$ cat config.mk
export PLATFORM = sky130hd
export DESIGN_NAME = video_sel_ctrl
export DESIGN_NICKNAME = d
export VERILOG_FILES = /design/src/rtl/video_pkg.sv /design/src/rtl/video_raster_cnt.sv /design/src/rtl/video_sel_ctrl.sv
export SDC_FILE = /design/constraint.sdc
export NUM_CORES = 1
export LEC_CHECK = 0
export ABC_AREA = 1
export CORE_UTILIZATION = 60
export DETAILED_ROUTE_END_ITERATION = 10
export DONT_BUFFER_PORTS = 1
export HOLD_SLACK_MARGIN = 0.06
export PLACE_DENSITY = 0.76
export RECOVER_POWER = 50
export SLEW_MARGIN = 20
export SYNTH_ARGS = -nofsm -noshare
export SYNTH_HDL_FRONTEND = slang
export SYNTH_SLANG_ARGS = --single-unit
$ cat constraint.sdc
create_clock -name clk_i -period 2 [get_ports clk_i]
set_input_delay 0.6 -clock clk_i [delete_from_list [all_inputs] [get_ports clk_i]]
set_output_delay 0.6 -clock clk_i [all_outputs]
set_load 0.01 [all_outputs]
$ cat src/rtl/video_pkg.sv
// Shared video definitions: FVHT bit positions, source select encoding,
// selector FSM states and the default raster counter width.
package video_pkg;

  localparam int F_BIT = 3;
  localparam int V_BIT = 2;
  localparam int H_BIT = 1;
  localparam int T_BIT = 0;

  localparam int CNT_W_DEF = 11;

  typedef enum logic {
    SRC_BARS   = 1'b0,
    SRC_COLOUR = 1'b1
  } vid_src_t;

  typedef enum logic [1:0] {
    ST_IDLE  = 2'd0,
    ST_ARMED = 2'd1,
    ST_ACK   = 2'd2
  } sel_state_t;

endpackage

$ cat src/rtl/video_raster_cnt.sv
// Raster position tracker: H-fall / V-rise detection on the fvht bus plus
// saturating pixel and line counters. Shared by select, mask and overlay blocks.
module video_raster_cnt
  import video_pkg::*;
#(
  parameter int CNT_W = CNT_W_DEF
) (
  input  logic             clk_i,
  input  logic             rst_n_i,
  input  logic             cen_i,
  input  logic [3:0]       fvht_i,
  output logic             v_rise_o,
  output logic             h_fall_o,
  output logic [CNT_W-1:0] pix_count_o,
  output logic [CNT_W-1:0] line_count_o
);

  localparam logic [CNT_W-1:0] CNT_MAX = '1;

  logic             v_q, v_d;
  logic             h_q, h_d;
  logic [CNT_W-1:0] pix_q, pix_d;
  logic [CNT_W-1:0] line_q, line_d;
  logic             unused_ft;

  assign unused_ft = ^{fvht_i[F_BIT], fvht_i[T_BIT]};

  // NOTE: every variable gets its hold value first, so no path can infer a latch.
  always_comb begin
    v_d      = v_q;
    h_d      = h_q;
    pix_d    = pix_q;
    line_d   = line_q;
    v_rise_o = cen_i & fvht_i[V_BIT] & ~v_q;
    h_fall_o = cen_i & ~fvht_i[H_BIT] & h_q;
    if (cen_i) begin
      v_d = fvht_i[V_BIT];
      h_d = fvht_i[H_BIT];
      if (h_fall_o)              pix_d = '0;
      else if (pix_q != CNT_MAX) pix_d = pix_q + CNT_W'(1);
      // A frame start overrides the line advance of a coincident H fall.
      if (v_rise_o)                          line_d = CNT_W'(1);
      else if (h_fall_o && line_q != CNT_MAX) line_d = line_q + CNT_W'(1);
    end
  end

  // NOTE: state registers use non-blocking assignments so all flops update together.
  always_ff @(posedge clk_i or negedge rst_n_i) begin
    if (!rst_n_i) begin
      v_q    <= 1'b0;
      h_q    <= 1'b0;
      pix_q  <= '0;
      line_q <= '0;
    end else begin
      v_q    <= v_d;
      h_q    <= h_d;
      pix_q  <= pix_d;
      line_q <= line_d;
    end
  end

  assign pix_count_o  = pix_q;
  assign line_count_o = line_q;

endmodule

$ cat src/rtl/video_sel_ctrl.sv
// Frame-synchronous source-select controller: round-robin between two
// requesters, switch applied on V rise. Watchdog built with VIDEO_SEL_WDOG_EN.
module video_sel_ctrl
  import video_pkg::*;
#(
  parameter int WDOG_CYCLES = 4194304,
  parameter int CNT_W       = CNT_W_DEF
) (
  input  logic             clk_i,
  input  logic             rst_n_i,
  input  logic             cen_i,
  input  logic [3:0]       fvht_i,
  input  logic [1:0]       req_i,
  input  logic [1:0]       sel_req_i,
  output logic [1:0]       ack_o,
  output logic             vid_sel_o,
  output logic             pending_o,
  output logic             wdog_err_o,
  output logic [CNT_W-1:0] pix_count_o,
  output logic [CNT_W-1:0] line_count_o
);

  if (WDOG_CYCLES < 1) begin : g_wdog_cycles_invalid
    $error("WDOG_CYCLES must be positive");
  end

  sel_state_t state_q, state_d;
  vid_src_t   vid_sel_q, vid_sel_d;
  logic       grant_q, grant_d;
  logic       rr_q, rr_d;
  logic [1:0] ack_q, ack_d;
  logic [1:0] req_eff;
  logic       winner;
  logic       v_rise;
  logic       unused_h_fall;
  logic       wdog_fire;

  video_raster_cnt #(.CNT_W(CNT_W)) u_raster (
    .clk_i        (clk_i),
    .rst_n_i      (rst_n_i),
    .cen_i        (cen_i),
    .fvht_i       (fvht_i),
    .v_rise_o     (v_rise),
    .h_fall_o     (unused_h_fall),
    .pix_count_o  (pix_count_o),
    .line_count_o (line_count_o)
  );

`ifdef VIDEO_SEL_WDOG_EN
  localparam int WDOG_W = $clog2(WDOG_CYCLES + 1);

  logic [WDOG_W-1:0] wdog_cnt_q, wdog_cnt_d;
  logic              wdog_err_q, wdog_err_d;

  always_comb begin
    wdog_fire  = cen_i && (state_q == ST_ARMED) &&
                 (wdog_cnt_q == WDOG_W'(WDOG_CYCLES - 1));
    wdog_cnt_d = wdog_cnt_q;
    wdog_err_d = wdog_err_q;
    if (cen_i) begin
      wdog_cnt_d = (state_q == ST_ARMED && !wdog_fire) ? wdog_cnt_q + WDOG_W'(1) : '0;
      // Only a switch that actually happened because of the timeout is flagged.
      if (wdog_fire && req_i[grant_q] && !v_rise) wdog_err_d = 1'b1;
    end
  end

  always_ff @(posedge clk_i or negedge rst_n_i) begin
    if (!rst_n_i) begin
      wdog_cnt_q <= '0;
      wdog_err_q <= 1'b0;
    end else begin
      wdog_cnt_q <= wdog_cnt_d;
      wdog_err_q <= wdog_err_d;
    end
  end

  assign wdog_err_o = wdog_err_q;
`else
  assign wdog_fire  = 1'b0;
  assign wdog_err_o = 1'b0;
`endif

  // A requester still seeing its ack is ignored, so a level request is not re-served.
  always_comb begin
    req_eff = req_i & ~ack_q;
    if (req_eff == 2'b11) winner = rr_q;
    else                  winner = req_eff[1];
  end

  always_comb begin
    state_d   = state_q;
    vid_sel_d = vid_sel_q;
    grant_d   = grant_q;
    rr_d      = rr_q;
    ack_d     = ack_q;
    if (cen_i) begin
      ack_d = '0;
      case (state_q)
        ST_IDLE: begin
          if (|req_eff) begin
            grant_d = winner;
            state_d = (sel_req_i[winner] == vid_sel_q) ? ST_ACK : ST_ARMED;
          end
        end
        ST_ARMED: begin
          if (!req_i[grant_q]) begin
            state_d = ST_IDLE;
          end else if (v_rise || wdog_fire) begin
            vid_sel_d = vid_src_t'(sel_req_i[grant_q]);
            state_d   = ST_ACK;
          end
        end
        ST_ACK: begin
          ack_d[grant_q] = 1'b1;
          rr_d           = ~grant_q;
          state_d        = ST_IDLE;
        end
        default: state_d = ST_IDLE;
      endcase
    end
  end

  always_ff @(posedge clk_i or negedge rst_n_i) begin
    if (!rst_n_i) begin
      state_q   <= ST_IDLE;
      vid_sel_q <= SRC_BARS;
      grant_q   <= 1'b0;
      rr_q      <= 1'b0;
      ack_q     <= '0;
    end else begin
      state_q   <= state_d;
      vid_sel_q <= vid_sel_d;
      grant_q   <= grant_d;
      rr_q      <= rr_d;
      ack_q     <= ack_d;
    end
  end

  assign ack_o     = ack_q;
  assign vid_sel_o = vid_sel_q;
  assign pending_o = (state_q == ST_ARMED);

endmodule
==> results.md <==
- Syn avg cell area: 7.26 um2
- Hold Crit Class: in -> reg
- Setup bufs post-CTS: 0
- Post-synth cell types: 28
- Register area share after synthesis: a little over two fifths
- Crit start category: flop
- Post-synthesis instance area: between 1500 and 2000 um2
- Pwr Density: 943 nW/um2
- Initial core utilization: between 60% and 70%
- Commonest non-fill, non-tap cell in the layout: nand2_1
- Fillers: about 240
- Met2 WL: 1600 um
- Crit path capture type: flop
- Syn Inst Count: approximately 250
- Die X: around 57 um
- Final setup viols: 0
- # port buffers: 0
- Failing checks: DRC
- H-tree Lvls: 2
- Final HPWL from detailed placement: approximately 2600 um
- Largest net degree at the start of global routing: 32
- 1st-iter DRT viols: 60
- F_max: roughly 0.57 GHz
- Max IR drop VDD: 820 uV
- Share of cells above drive strength 1: 8.88%
- Setup Crit Path Kind: reg -> reg
- Row cnt: 19
- Root buf cell: clkbuf_4
- CP Max Fanout: 10
- Required @ worst endpoint: ~2.3 ns
- Vias per cell: about 5.4
- Setup TNS Final: 0 ns
- Grt ovf: 0
- RSZ-0062 raised after global routing: false
- Clock Sink Count: 31
- Most frequent cells in the layout: nand2_1 (74), inv_1 (34), nand3_1 (32)
- Io pins: 38
- Clock Skews: roughly 0.010 ns
- Routed WL: between 3000 and 4000 um
- CTS tree: built
- Initial antenna violation count: 0
- CORE AREA: 2810 um2
- Max clock buf depth: 2
- Final Hold Fails: 0
- Top sig layer: met4
- Fin crit share: about nine tenths
- Vias in the first global route: approximately 1400
- Ys Warns: 0
- Design Power: ~1800 uW
- Die ar.: 3230 um2
- Drt wl/cell: 12.0 um
- Diodes inserted: 0
- Die height: about 57 um
- Mapped Nets: between 200 and 300
- Nets: ~270
- Static leakage: a little over 0.001 uW
- TritonRoute pass-1 iters: 7
- Crit path time final: approximately 1.8 ns
- Status: finished, violations left
- Area grow syn2layout: 8.24%
- Pins Over Slew Limit: 0
- Met3 WL: 211 um
- First-pass GRT wire length: about 6100 um
- Max-slew headroom at the worst pin: under 10%
- Clk_lat worst skew: approximately 0.33 ns
- DRT antenna net count: 0
- Post-synthesis register bit count: 31
- Max_cap viols: 0
- Num CTS Buffers: 5
- Slew @ Worst Pin: approximately 1.4 ns
- Gpl congestion: a little over 0.8
- Drt drc: 9
- WP data arrival: roughly 2.0 ns
- Clock transition at path regs: about 0.10 ns
- Met1 Wirelength: 1630 um
- Global Route Usage Sum: between 20 and 25%
- Total number of vias: around 1600
==> synth_stat cells <==
cell,instances,area [um2]
nand2_1,74,278
inv_1,34,128
nand3_1,32,160
dfrtp_1,31,776
nor2_1,27,101
o21ai_0,13,65.1
xor2_1,7,61.3
nand4_1,6,37.5
a21oi_1,3,15.0
a21oi_2,2,17.5
ha_1,2,25.0
nand3_2,2,20.0
a21o_1,1,7.51
buf_1,1,3.75
buf_4,1,7.51
buf_6,1,11.3
clkbuf_1,1,3.75
conb_1,1,3.75
inv_2,1,3.75
nand2_2,1,6.26
nand3b_1,1,7.51
nand4_2,1,12.5
nor2_4,1,11.3
nor3_1,1,5.00
nor3_4,1,16.3
o21ai_2,1,8.76
o22ai_1,1,6.26
o31ai_1,1,7.51
==> layer usage <==
layer,GRT usage (%),vias up
met5,0,-
met4,8.36,0
met3,6.22,5
met2,39.3,35
met1,32.8,728
li1,-,806
==> repair_timing <==
action	CTS	global route
hold buffers	1	0
resized for setup	0	0
endpoints found under the hold margin	31	0
==> logic make-up after synthesis <==
logic type	after synthesis	synth area share (%)
xor gates and xnor gates	7	3.39
DFF	31	42.9
other	1	0.208
AOI/OAI and AO/OA	22	7.06
and+or+nand+nor	147	36.3
buffers and inverters	39	8.73
adders and majority gates	2	1.38
==> flip-flops by register name, summed over array words and instances, names as in the netlist <==
signal                 flops
u_raster.line_count_o     11
u_raster.v_q               1
state_q                    2
rr_q                       1
grant_q                    1
ack_o                      2
u_raster.h_q               1
u_raster.pix_count_o      11
vid_sel_o                  1
==> report_power, final <==
part / leakage, uW / total [uW] / switching [uW] / internal [uW]
combinational: 0.000578 / 449 / 282 / 167
sequential: 0.000412 / 886 / 143 / 743
clock: 0.0000482 / 510 / 215 / 295
total: 0.00104 / 1840 / 639 / 1210
==> critical path, cell delays in order (launching register included) <==
cell	delay [ns]
dfrtp_1	0.46
ha_1	0.22
nand3_1	0.16
nor2_4	0.18
nand4_2	0.12
o21ai_2	0.38
nand2_1	0.09
nand2_1	0.09
==> cell type report <==
| class | count | area (um2) | share of cell area, % |
|---|---|---|---|
| Multi-Input combinational cell | 179 | 873 | 44.7 |
| Timing Repair Buffer | 6 | 50.0 | 2.56 |
| Sequential cell | 31 | 776 | 39.7 |
| Clock buffer | 6 | 51.3 | 2.62 |
| Tap cell | 31 | 38.8 | 1.98 |
| Inverter | 35 | 131 | 6.72 |
| Clock inverter | 2 | 35.0 | 1.79 |
==> final timing paths <==
path	from	end	slack [ns]	depth (start not counted)
min reg2reg	state_q[0]	state_q[0]	0.52	2
max	u_raster.pix_count_o[0]	u_raster.pix_count_o[0]	0.23	7
min in group asynchronous	rst_n_i	u_raster.pix_count_o[7]	0.66	1
max reg2reg	u_raster.pix_count_o[0]	u_raster.pix_count_o[0]	0.23	7
max in group asynchronous	rst_n_i	u_raster.line_count_o[3]	0.52	1
min	cen_i	u_raster.h_q	0.37	1
==> stage by stage <==
stage / instance area, um2 / worst slack, ns / hold WS [ns] / utilization (%) / instances
floorplan: 1810 / 0.416 / 0.304 / - / 249
global placement: 1860 / 0.270 / 0.305 / 66.2 / 281
detailed placement: 1860 / 0.255 / 0.305 / 66.2 / 281
CTS: 1960 / 0.231 / 0.0784 / 70.0 / 290
global route: 1960 / 0.0616 / 0.365 / 69.7 / 290
finish: 1960 / 0.234 / 0.366 / 69.7 / 290
Power figures use the tool's default switching activity.
